### config.mk
export PLATFORM = sky130hd
export DESIGN_NAME = fetch_unit
export DESIGN_NICKNAME = d
export VERILOG_FILES = /design/src/rtl/fetch_unit.sv
export SDC_FILE = /design/constraint.sdc
export NUM_CORES = 1
export LEC_CHECK = 0
export ABC_AREA = 1
export CELL_PAD_IN_SITES_DETAIL_PLACEMENT = 1
export CELL_PAD_IN_SITES_GLOBAL_PLACEMENT = 2
export CORE_MARGIN = 3
export CORE_UTILIZATION = 24
export CTS_BUF_LIST = sky130_fd_sc_hd__clkbuf_8
export DETAILED_ROUTE_END_ITERATION = 12
export PLACE_DENSITY_LB_ADDON = 0.1
export SLEW_MARGIN = 15
export SYNTH_ARGS = -nofsm -noshare
export SYNTH_HDL_FRONTEND = slang
export SYNTH_SLANG_ARGS = --single-unit
### constraint.sdc
create_clock -name clk -period 3 [get_ports clk]
set_input_delay 0.6 -clock clk [delete_from_list [all_inputs] [get_ports clk]]
set_output_delay 0.6 -clock clk [all_outputs]
set_load 0.03 [all_outputs]
### src/rtl/fetch_unit.sv
// Instruction fetch stage: owns the PC, issues one imem request at a time and
// holds the fetched word in an output register until decode accepts it.
module fetch_unit #(
  parameter int unsigned     XLEN     = 32,
  parameter logic [XLEN-1:0] RESET_PC = '0
) (
  input  logic            clk,
  input  logic            rst,
  input  logic            stall,
  input  logic            redirect_valid,
  input  logic [XLEN-1:0] redirect_pc,
  output logic            imem_req_valid,
  output logic [XLEN-1:0] imem_req_addr,
  input  logic            imem_req_ready,
  input  logic            imem_resp_valid,
  input  logic [XLEN-1:0] imem_resp_data,
  output logic            inst_valid,
  output logic [XLEN-1:0] inst_pc,
  output logic [XLEN-1:0] inst,
  input  logic            inst_ready,
  output logic            misalign_err
);

  localparam logic [1:0] ST_REQ  = 2'd0;
  localparam logic [1:0] ST_WAIT = 2'd1;
  localparam logic [1:0] ST_HOLD = 2'd2;

  logic [1:0]      state_q, state_d;
  logic [XLEN-1:0] pc_q, pc_d;
  logic [XLEN-1:0] inst_q, inst_d;
  logic [XLEN-1:0] inst_pc_q, inst_pc_d;
  logic            drop_q, drop_d;
  logic            inst_valid_q, inst_valid_d;
  logic            misalign_q, misalign_d;
  logic            redir_ok, redir_bad, req_fire;

  assign redir_ok  = redirect_valid & (redirect_pc[1:0] == 2'b00);
  assign redir_bad = redirect_valid & (redirect_pc[1:0] != 2'b00);

  // Any redirect, even a rejected misaligned one, suppresses issue that cycle.
  assign imem_req_valid = (state_q == ST_REQ) & ~stall & ~redirect_valid;
  assign imem_req_addr  = pc_q;
  assign req_fire       = imem_req_valid & imem_req_ready;

  assign inst_valid   = inst_valid_q;
  assign inst         = inst_q;
  assign inst_pc      = inst_pc_q;
  assign misalign_err = misalign_q;

  always_comb begin
    state_d      = state_q;
    pc_d         = pc_q;
    inst_d       = inst_q;
    inst_pc_d    = inst_pc_q;
    drop_d       = drop_q;
    inst_valid_d = inst_valid_q;
    misalign_d   = redir_bad;

    if (redir_ok) begin
      pc_d         = redirect_pc;
      inst_valid_d = 1'b0;
      drop_d       = 1'b0;
      state_d      = ST_REQ;
      // An outstanding response must be swallowed unless it is arriving now.
      if ((state_q == ST_WAIT) && !imem_resp_valid) begin
        drop_d  = 1'b1;
        state_d = ST_WAIT;
      end
    end else begin
      case (state_q)
        ST_REQ: begin
          if (req_fire) state_d = ST_WAIT;
        end
        ST_WAIT: begin
          if (imem_resp_valid) begin
            if (drop_q) begin
              drop_d  = 1'b0;
              state_d = ST_REQ;
            end else begin
              inst_d       = imem_resp_data;
              inst_pc_d    = pc_q;
              inst_valid_d = 1'b1;
              state_d      = ST_HOLD;
            end
          end
        end
        ST_HOLD: begin
          if (inst_valid_q && inst_ready) begin
            pc_d         = pc_q + XLEN'(4);
            inst_valid_d = 1'b0;
            state_d      = ST_REQ;
          end
        end
        default: state_d = ST_REQ;
      endcase
    end
  end

  always_ff @(posedge clk or posedge rst) begin
    if (rst) begin
      state_q      <= ST_REQ;
      pc_q         <= RESET_PC;
      inst_q       <= '0;
      inst_pc_q    <= '0;
      drop_q       <= 1'b0;
      inst_valid_q <= 1'b0;
      misalign_q   <= 1'b0;
    end else begin
      state_q      <= state_d;
      pc_q         <= pc_d;
      inst_q       <= inst_d;
      inst_pc_q    <= inst_pc_d;
      drop_q       <= drop_d;
      inst_valid_q <= inst_valid_d;
      misalign_q   <= misalign_d;
    end
  end

endmodule

Word-level counts from Yosys, hierarchy flattened
Cells that the tools add are included.
{ "word_totals": {"reg_bits": 101, "elab_cells": 58} }
{ "op_classes": {"addsub": 1, "eq_ne": 6, "muxes": 19, "bitwise": 9, "n_reduce_logical": 16} }
{ "ops": {"columns": ["op", "count"], "rows": [
  ["two-way mux 32 bit", 3],
  ["adder 32 x 3 -> 32 bit, second input constant", 1],
  ["!= test 3 bit, second input constant", 4],
  ["two-way mux 2 bit", 5],
  ["nonzero test 2 bit", 5],
  ["two-way mux 1 bit", 9],
  ["AND reduction 4 bit", 2],
  ["one-hot mux 2 bit (3 select lines)", 1],
  ["AND 1 bit", 5],
  ["logical NOT 2 bit", 2],
  ["inverter 1 bit", 4],
  ["AND reduction 2 bit", 2],
  ["AND reduction 3 bit", 1],
  ["nonzero test 3 bit", 1],
  ["equality test 2 x 1 -> 1 bit, second input constant", 1],
  ["equality test 2 bit, second input constant", 1],
  ["logical AND 1 bit", 2],
  ["one-hot mux 1 bit (2 select lines)", 1],
  ["logical NOT 1 bit", 1]
]} }

Logic depth before layout (Yosys ltp)
{ "depth": {"ltp_word": 7, "ltp_mapped": 10} }

Worst setup path before layout
No wires, ideal clock.
{ "synth_path": {"kind": "input port to output port", "start": "in stall", "end": "out imem_req_valid", "t_arrival_ns": 1.344, "path_slack_ns": 1.056, "cell_stages": 1, "path_buffers": 0, "cell_sequence": "nor3_1"} }
{ "synth_via": {"elab_chain_len": 3} }
{ "synth_lines": {"columns": ["item", "line", "source"], "rows": [
  ["start: declaration", "9", "input logic stall,"],
  ["inverter 1 bit", "41", "assign imem_req_valid = (state_q == ST_REQ) & ~stall & ~redirect_valid;"],
  ["AND 1 bit (2 in a row)", "41", null],
  ["end: declaration", "12", "output logic imem_req_valid,"]
]} }
Every way passes these cells.

Worst setup path in the final report
{ "layout_path": {"start": "in redirect_valid", "end": "out imem_req_valid"} }
{ "layout_via": {"elab_chain_len": 2} }
{ "layout_lines": {"columns": ["item", "line", "source"], "rows": [
  ["start: declaration", "10", "input logic redirect_valid,"],
  ["inverter 1 bit", "41", null],
  ["AND 1 bit", "41", null]
]} }
Every way passes these cells.

==> metrics.md <==
| Metric | Value |
|---|---|
| DIE AREA | 0.0232 mm² |
| Clock Latency Late Sink | between 300 and 400 ps |
| Maximum resistive drop on vdd | 0.272 mV |
| Global-route wire length before repair | 28000 µm |
| Overflow left after global routing | 0 |
| Sink Count | 101 |
| Outcome | complete, no violations |
| Post-layout net count | 839 |
| Initial Util | 0.249 |
| Share of layout cells above drive strength 1 | 0.0920 |
| Endpoint required time on the critical path | 2400 ps |
| Fin Clk Skew | approximately 18 ps |
| Metal1 wirelength | 7990 µm |
| Iteration-0 DRC Markers | 168 |
| Count of maximum capacitance violations | 0 |
| Half-perimeter wire length after placement | 13100 µm |
| Ys async rst share | 1.00 |
| Relative slew slack | 0.594 |
| Element type at the critical path end | primary output |
| Unrepaired setup endpoints after global routing | false |
| Setup_tns | 0 ps |
| Measured slew at the worst slew-check pin | 608 ps |
| Via/cell ratio | about 4.4 |
| Number of register bits inferred by synthesis | a little over 100 |
| DIE WIDTH | 152 µm |
| Antenna violation net count after detailed routing | 0 |
| Post-synth net total | 674 |
| Length of the first detailed-routing pass in iterations | 4 |
| Crit path launch type | input pin |
| Upper clock frequency limit | roughly 380 MHz |
| Pin count of the biggest net entering global routing | 102 |
| Root Buffer | sky130_fd_sc_hd__clkbuf_8 |
| DRC violation count after routing | 0 |
| Number of top-level pins | 170 |
| Relative area change from synthesis to final layout | 42.0% |
| Highest metal used | met5 |
| Wire length per cell after detailed routing | 16.4 µm |
| Post-Synthesis Cell Area | a little over 0.005 mm² |
| Yosys warnings | 0 |
| Via total after detailed routing | approximately 4500 |
| Wire length on met3 | ~710 µm |
| Fin crit period | 2640 ps |
| Cell variety after synth | 29 |
| Number of gates given a new drive strength after cts | 0 |
| Row count | 52 |
| Hold Buf Count CTS | 0 |
| Number of max-slew violations in the final report | 0 |
| Synthesized netlist cell count | 602 |
| Worst-path clk slew | 110 ps |
| Max Root-Sink Buffers | 2 |
| CTS tree | yes |
| Height of the die | roughly 150 µm |
| Area of all placed cells without fillers | 0.00730 mm² |
| Setup Viol. Count Final | 0 |
| Leakage power summed over all cells | between 0.003 and 0.004 µW |
| Count of buffers inserted at the top-level ports | 169 |
| Type of the setup path with the least slack | in -> out |
| Maximum fanout along the worst path | 3 |
| Most used flip-flop cell after synthesis | sky130_fd_sc_hd__dfrtp_1 |
| Floorplan core area | 0.0206 mm² |
| Detail Route met2 WL | 8190 µm |
| Antenna diode count | 0 |
| Critical Path AT | approximately 2000 ps |
| Final hold vios | 0 |
| Average size of a mapped cell | 8.54 µm² |
| Cell area after placement | slightly above 0.007 mm² |
| Tcrit/Tclk final | 0.881 |
| Fillcell total | 2426 |
| All-layer global routing usage | 0.150 |
| Number of buffers created by CTS | 9 |
| EDFF count, synth | 0 |
| Setup Fix Bufs, Post-CTS | 0 |
| Initial antenna violation count | 1 |
| Gp weighted congestion | 0.745 |
| Wire length after detailed routing | ~17000 µm |
| Worst min-delay path class | reg -> reg |
| Level count of the clock H-tree | 3 |
| Power per standard cell area | slightly above 1000 mW/mm² |
| Fraction of the yosys area taken by sequential cells | 0.492 |
| Vias in the first global route | 4924 |
-- state kept, by name, summed over array words and instances, names as in the netlist --
signal	flops
misalign_err	1
state_q	2
inst	32
imem_req_addr	32
drop_q	1
inst_valid	1
inst_pc	32
-- layout by cell type, fill, tap and decap left out, drive strengths merged, types with 2 or more instances in the layout --
master,instances
clkbuf,10
o211ai,9
and2,2
mux2,33
o21ai,58
inv,74
a21oi,5
nor2,51
nand3,45
clkdlybuf4s50,169
nor3,3
nand2,188
a31oi,6
clkinvlp,3
dfrtp,101
buf,9
-- power by group --
part	total [µW]	internal (µW)	switching [µW]	leakage [µW]
Combinational	4100	1740	2360	0.00212
Clock	881	339	542	0.0000914
Sequential	2420	1930	482	0.00121
-- layer usage --
| layer | track usage | up-vias |
|---|---|---|
| met1 | 0.199 | 2177 |
| met4 | 0.0347 | 2 |
| li1 | - | 2244 |
| met5 | 0 | - |
| met2 | 0.252 | 101 |
| met3 | 0.0310 | 15 |
-- final cells by class --
cell class | count | area, µm² | share of cell area
tap | 270 | 338 | 0.0463
clock buffer | 10 | 138 | 0.0189
timing repair buffer | 178 | 1800 | 0.246
clock inverter | 6 | 52.6 | 0.00720
sequential | 101 | 2530 | 0.346
inverter | 72 | 274 | 0.0376
multi-input combinational | 405 | 2170 | 0.297
-- synthesized netlist by cell type (2+ instances only) --
library cell	n	area (µm²)
sky130_fd_sc_hd__nand2_1	183	687
sky130_fd_sc_hd__dfrtp_1	101	2530
sky130_fd_sc_hd__inv_1	70	263
sky130_fd_sc_hd__nand3_1	44	220
sky130_fd_sc_hd__o21ai_0	43	215
sky130_fd_sc_hd__nor2_1	41	154
sky130_fd_sc_hd__mux2_4	27	405
sky130_fd_sc_hd__o21ai_1	15	75.1
sky130_fd_sc_hd__buf_2	10	50.1
sky130_fd_sc_hd__o211ai_1	9	67.6
sky130_fd_sc_hd__buf_6	8	90.1
sky130_fd_sc_hd__nor2_4	7	78.8
sky130_fd_sc_hd__a31oi_1	6	37.5
sky130_fd_sc_hd__mux2_1	6	67.6
sky130_fd_sc_hd__a21oi_1	5	25.0
sky130_fd_sc_hd__nand2_2	5	31.3
sky130_fd_sc_hd__clkbuf_1	3	11.3
sky130_fd_sc_hd__nor2_2	3	18.8
sky130_fd_sc_hd__nor3_1	3	15.0
sky130_fd_sc_hd__and2_1	2	12.5
sky130_fd_sc_hd__buf_4	2	15.0
sky130_fd_sc_hd__inv_2	2	7.51
-- kinds of logic after synthesis --
logic type | share of synthesized area
muxes | 0.0920
AOI/OAI and AO/OA | 0.0859
xor gates and xnor gates | 0.00170
DFF | 0.492
adders and majority gates | 0.00243
buffers and inverters | 0.0859
and+or+nand+nor | 0.240
-- per-stage QoR --
stage	hold slack, ps	setup WS, ps	instances	utilization	power (µW)
floorplan	504	1060	602	-	4890
global placement	470	407	1026	0.345	6550
detailed placement	479	359	1026	0.345	6620
CTS	507	342	1042	0.354	7550
global route	517	265	1042	0.354	7940
finish	499	358	1042	0.354	7390
-- worst max-delay path: stages --
cell	delay, ps
sky130_fd_sc_hd__clkdlybuf4s50_1	450
sky130_fd_sc_hd__nor3_1	270
sky130_fd_sc_hd__clkdlybuf4s50_1	720
-- worst paths after layout --
check / startpoint / to / slack [ps] / cells after the start
min: inst_pc[20]$_DFFE_PP0P_ / inst_pc[20]$_DFFE_PP0P_ / 500 / 2
max reg2reg: state_q[0]$_DFFE_PP0P_ / imem_req_addr[6]$_DFFE_PP0P_ / 1110 / 9
min in group asynchronous: rst / inst[20]$_DFFE_PP0P_ / 700 / 3
max: redirect_valid / imem_req_valid / 360 / 3
max in group asynchronous: rst / imem_req_addr[5]$_DFFE_PP0P_ / 1840 / 3
min reg2reg: inst_pc[20]$_DFFE_PP0P_ / inst_pc[20]$_DFFE_PP0P_ / 500 / 2
No activity file was read; power rests on OpenSTA's default activity.
==> patch 1 (same settings) <==
Set the parameter `XLEN` to 16 (it was 32).
--- a/src/rtl/fetch_unit.sv
+++ b/src/rtl/fetch_unit.sv
@@ -1,7 +1,7 @@
 // Instruction fetch stage: owns the PC, issues one imem request at a time and
 // holds the fetched word in an output register until decode accepts it.
 module fetch_unit #(
-  parameter int unsigned     XLEN     = 32,
+  parameter int unsigned     XLEN     = 16,
   parameter logic [XLEN-1:0] RESET_PC = '0
 ) (
   input  logic            clk,
Interface: changed (5 resized); port bits go from 170 to 90. The function was not compared with the original's and may differ.
==> patch 1 against the original RTL <==
  * Sequential power fell by 49%
  * Wire length fell by 58%
  * Largest cell class unchanged
  * Power fell by 51%
  * Final area fell by 50%
  * Sequential cell count fell by 48
  * Area after synthesis fell by 50%
  * Clock power fell by 51%
  * Worst setup slack improved by 0.047 ns
==> patch 1: results (changes against the original RTL) <==
Power Internal: 1.97 mW (was 4.01 mW)
Crit Reg-Reg Endpoint: imem_req_addr[14] (was imem_req_addr[6])
top area cells in the synthesized netlist: sky130_fd_sc_hd__dfrtp_1, sky130_fd_sc_hd__nand2_1, sky130_fd_sc_hd__o21ai_2 (was sky130_fd_sc_hd__dfrtp_1, sky130_fd_sc_hd__nand2_1, sky130_fd_sc_hd__mux2_4)
number of antenna violations at the first check in global routing: 0 (was 1)
fill cell instance count of the final layout: 1,253 (was 2,426)
number of global-route vias before repair: 2,352 (was 4,924)
number of nets in the final layout: 434 (was 839)
overall fraction of global-route tracks in use: 0.127 (was 0.150)
detailed-route wire length per cell: 13.6 um (was 16.4 um)
clock insertion delay at the later pin of the skew report: 0.32 ns (was 0.38 ns)
largest net degree at the start of global routing: 61 (was 102)
number of library cell types mapped by synthesis: 26 (was 29)
kind of cell adding the most delay to the critical path: buffers and inverters (unchanged)
origin of the worst min-delay path: inst[9] (was inst_pc[20])
top cells by instance count after synthesis: sky130_fd_sc_hd__nand2_1, sky130_fd_sc_hd__dfrtp_1, sky130_fd_sc_hd__inv_1, sky130_fd_sc_hd__o21ai_2, sky130_fd_sc_hd__nor2_1 (was sky130_fd_sc_hd__nand2_1, sky130_fd_sc_hd__dfrtp_1, sky130_fd_sc_hd__inv_1, sky130_fd_sc_hd__nand3_1, sky130_fd_sc_hd__o21ai_0)
count of input and output buffers: 89 (was 169)
htree depth: 2 (was 3)
number of DRC markers after the initial detailed-route iteration: 89 (was 168)
Synth Net Count: 345 (was 674)
status: finished clean (unchanged)
share of post-route cells with drive strength above 1: 0.109 (was 0.0920)
post-place instance area: 3590 sq um (was 7110 sq um)
number of clock buffers inserted by TritonCTS: 5 (was 9)
Worst Hold Endpoint: inst[9] (was inst_pc[20])
Least-Margin Pin Slew: 0.705 ns (was 0.608 ns)
fraction of registers with async set/reset: 1.00 (unchanged)
Critical Path AT: 1.99 ns (was 2.04 ns)
wire length of the first global-routing pass: 11,900 um (was 28,000 um)
routability congestion estimate from global placement: 0.720 (was 0.745)
worst vdd rail ir drop: 0.424 mV (was 0.272 mV)
Setup Skew: 0.0116 ns (was 0.0176 ns)
portion of the post-synthesis area used by sequential elements: 0.513 (was 0.492)
FF-to-FF setup slack: 1.38 ns (was 1.11 ns)
Reg2Reg Depth: 6 (was 9)
detail-routed via count per cell: 4.19 (was 4.36)
leakage dissipation: 1.70 nW (was 3.42 nW)
number of gates given a new drive strength after cts: 0 (unchanged)
post-detail-place hpwl: 5280 um (was 13,100 um)
## patch 1: layout make-up
| class | count | area, sq um | area share |
|---|---|---|---|
| clock buffer | 5 | 68.8 | 0.0187 |
| timing repair buffer | 92 | 926 | 0.252 |
| inverter | 51 | 191 | 0.0520 |
| sequential | 53 | 1330 | 0.360 |
| tap | 136 | 170 | 0.0462 |
| clock inverter | 3 | 21.3 | 0.00578 |
| multi-input combinational | 191 | 976 | 0.265 |
## patch 1: power groups by stage
stage / clock, mW / combinational (mW) / sequential [mW]
2_1_floorplan: 0 / 0.700 / 1.77
3_3_place_gp: 0 / 1.99 / 1.26
3_5_place_dp: 0 / 2.01 / 1.27
4_1_cts: 0.455 / 2.02 / 1.25
5_1_grt: 0.485 / 2.17 / 1.30
6_report: 0.429 / 1.98 / 1.24
## patch 1: stage by stage
step	cells	utilization	setup slack, ns	hold WS [ns]
after global routing	531	0.353	0.347	0.515
after global placement	523	0.345	0.399	0.464
final	531	0.353	0.406	0.489
after detailed placement	523	0.345	0.387	0.469
after floorplan	305	-	1.06	0.546
after CTS	531	0.353	0.388	0.497
## patch 1: worst register-to-register path: stages (launching register included)
cell and delay (ns):
sky130_fd_sc_hd__dfrtp_1 0.40, sky130_fd_sc_hd__inv_2 0.07, sky130_fd_sc_hd__nand4_1 0.19, sky130_fd_sc_hd__nand2_1 0.50
sky130_fd_sc_hd__inv_1 0.18, sky130_fd_sc_hd__nand2_1 0.09, sky130_fd_sc_hd__nand3_1 0.07
## patch 1: logic make-up after synthesis
kind of cell,count (synthesis),synth area share
adder cells (fa/ha/maj),1,0.00484
buffers and inverters,61,0.110
AND/OR/NAND/NOR,131,0.215
AO/OA/AOI/OAI,55,0.144
XOR/XNOR,4,0.0135
flip-flops,53,0.513
## patch 1: how the worst max path moves through the flow
stage	startpoint	endpoint	slack [ns]	cells past startpoint
after floorplan	stall	imem_req_valid	1.06	1
after global placement	redirect_valid	imem_req_valid	0.40	3
after detailed placement	redirect_valid	imem_req_valid	0.39	3
after CTS	redirect_valid	imem_req_valid	0.39	3
after global routing	redirect_valid	imem_req_valid	0.35	3
final	redirect_valid	imem_req_valid	0.41	3
## patch 1: per-layer routing
metal  up-vias  GRT usage  wire [um]
met4         0     0.0347         78
met3         9     0.0270        405
met1      1037      0.171       3340
met2        52      0.207       3390
li1       1127          -          -
met5         -          0          0
==> patch 2 (config.mk and constraints unchanged) <==
Without the edit above. Reset style: synchronous (`rst`), changed in one clocked block.
--- a/src/rtl/fetch_unit.sv
+++ b/src/rtl/fetch_unit.sv
@@ -96,7 +96,7 @@
     end
   end
 
-  always_ff @(posedge clk or posedge rst) begin
+  always_ff @(posedge clk) begin
     if (rst) begin
       state_q      <= ST_REQ;
       pc_q         <= RESET_PC;
Formal check against the unedited RTL: differs if rst is asserted again (counterexample within 4 cycles, from zero or initial values and one cycle with rst high); with rst held inactive, the same outputs for 4 cycles.
==> patch 2 against the original RTL <==
  * Sequential cell count stayed put
  * Clock skew decreased by 0.0022 ns
  * Area after synthesis shrank 7.6%
  * Wire length is 4.5% higher
  * Via count up 11%
  * Worst setup slack gained 0.034 ns
  * Final area decreased by 6.0%
  * Highest routed layer is now met4
Power is not compared: it rests on default switching activity, and its combinational part moved more than twofold at a synthesized area within 25%.
==> patch 2: results (changes against the original RTL) <==
Critical Path AT: 2.01 ns (was 2.04 ns)
post-synthesis xor/xnor area fraction: 0 (was 0.00170)
startpoint of the worst-slack reg-to-reg timing path: imem_req_addr[3] (was state_q[0])
count of vias placed by the detailed router: 5,053 (was 4,539)
overall fraction of global-route tracks in use: 0.166 (was 0.150)
Met3 Wirelength: 769 um (was 708 um)
number of antenna violations at the first check in global routing: 0 (was 1)
global routing met2 resource utilization: 0.293 (was 0.252)
max layer used: met4 (was met5)
number of global-route vias before repair: 5,275 (was 4,924)
placed cells: 1,105 (was 1,026)
max-slew headroom at the worst pin: 0.688 (was 0.594)
Synth Net Count: 772 (was 674)
top cells by instance count after synthesis: sky130_fd_sc_hd__nand2_1, sky130_fd_sc_hd__nor2_1, sky130_fd_sc_hd__dfxtp_1, sky130_fd_sc_hd__o21ai_0, sky130_fd_sc_hd__inv_1 (was sky130_fd_sc_hd__nand2_1, sky130_fd_sc_hd__dfrtp_1, sky130_fd_sc_hd__inv_1, sky130_fd_sc_hd__nand3_1, sky130_fd_sc_hd__o21ai_0)
WL met1: 8240 um (was 7990 um)
fraction of synthesized area in multiplexers: 0 (was 0.0920)
number of detailed-routing iterations run before antenna repair: 4 (unchanged)
post-detail-place hpwl: 13,400 um (was 13,100 um)
status: finished clean (unchanged)
fraction of registers with async set/reset: 0 (was 1.00)
Worst Hold Endpoint: imem_req_addr[1] (was inst_pc[20])
FF-to-FF setup slack: 1.25 ns (was 1.11 ns)
grt met3 use: 0.0345 (was 0.0310)
number of nets in the final layout: 928 (was 839)
Critical Path Max Stage Delay: 0.69 ns (was 0.72 ns)
largest fanout on the critical path: 4 (was 3)
origin of the worst min-delay path: imem_req_addr[1] (was inst_pc[20])
kind of cell adding the most delay to the critical path: buffers and inverters (unchanged)
leakage dissipation: 2.52 nW
post-CTS clock slew at the launch and capture registers of the worst setup and hold paths: 0.10 ns
portion of the post-synthesis area used by sequential elements: 0.426 (was 0.492)
adder-cell share of the synthesized area: 0.00263 (was 0.00243)
Post-Syn Instances: 700 (was 602)
detail-routed via count per cell: 4.51 (was 4.36)
number of DRC markers after the initial detailed-route iteration: 226 (was 168)
top area cells in the synthesized netlist: sky130_fd_sc_hd__dfxtp_1, sky130_fd_sc_hd__nand2_1, sky130_fd_sc_hd__nor2_1 (was sky130_fd_sc_hd__dfrtp_1, sky130_fd_sc_hd__nand2_1, sky130_fd_sc_hd__mux2_4)
Setup Skew: 0.0154 ns (was 0.0176 ns)
compound-cell area share of the yosys netlist: 0.147 (was 0.0859)
met1 Usage GRT: 0.209 (was 0.199)
WL final: 17,900 um (was 17,100 um)
number of library cell types mapped by synthesis: 30 (was 29)
Crit Reg-Reg Endpoint: imem_req_addr[12] (was imem_req_addr[6])
largest net degree at the start of global routing: 48 (was 102)
Met2 Routed Length: 8750 um (was 8190 um)
routability congestion estimate from global placement: 0.843 (was 0.745)
worst hold slack: 0.467 ns (was 0.499 ns)
worst min-delay path class: register to register (unchanged)
[patch 2: changes by cell type after synthesis, moves of 7 or more]
cell                       before  now
sky130_fd_sc_hd__o21ai_1       15    4
sky130_fd_sc_hd__o21ai_0       43   75
sky130_fd_sc_hd__dfrtp_1      101    0
sky130_fd_sc_hd__mux2_4        27    0
sky130_fd_sc_hd__dfxtp_1        0  101
sky130_fd_sc_hd__a21oi_1        5   35
sky130_fd_sc_hd__clkbuf_1       3   10
sky130_fd_sc_hd__inv_1         70   54
sky130_fd_sc_hd__nand3_1       44   51
sky130_fd_sc_hd__nand2_1      183  143
sky130_fd_sc_hd__nor2_1        41  143
[patch 2: metrics by stage]
| stage | power [mW] | setup slack (ns) | util | cell area [sq um] |
|---|---|---|---|---|
| 2_1_floorplan | 2.17 | 1.10 | - | 4750 |
| 3_3_place_gp | 2.59 | 0.383 | 0.348 | 6640 |
| 3_5_place_dp | 2.61 | 0.376 | 0.348 | 6640 |
| 4_1_cts | 3.61 | 0.376 | 0.360 | 6860 |
| 5_1_grt | 3.75 | 0.313 | 0.360 | 6860 |
| 6_report | 3.54 | 0.393 | 0.360 | 6860 |
[patch 2: power breakdown]
group	switching (mW)	leakage (nW)	internal (mW)
sequential	0.0857	0.822	1.48
combinational	0.588	1.59	0.417
clock	0.513	0.113	0.458
total	1.19	2.52	2.35
[patch 2: worst min-delay path, delay by kind of cell, from the launching register on]
family | cells | cell delay [ns]
and+or+nand+nor | 1 | 0.04
DFF | 1 | 0.33
buffers and inverters | 1 | 0.07
[patch 2: cell type report]
cell class | count | area, sq um
Tap cell | 260 | 325
Timing Repair Buffer | 179 | 1770
Sequential cell | 101 | 2020
Inverter | 59 | 229
Multi-Input combinational cell | 506 | 2300
Clock buffer | 12 | 165
Clock inverter | 4 | 52.6
Fill cell | 2381 | 12200
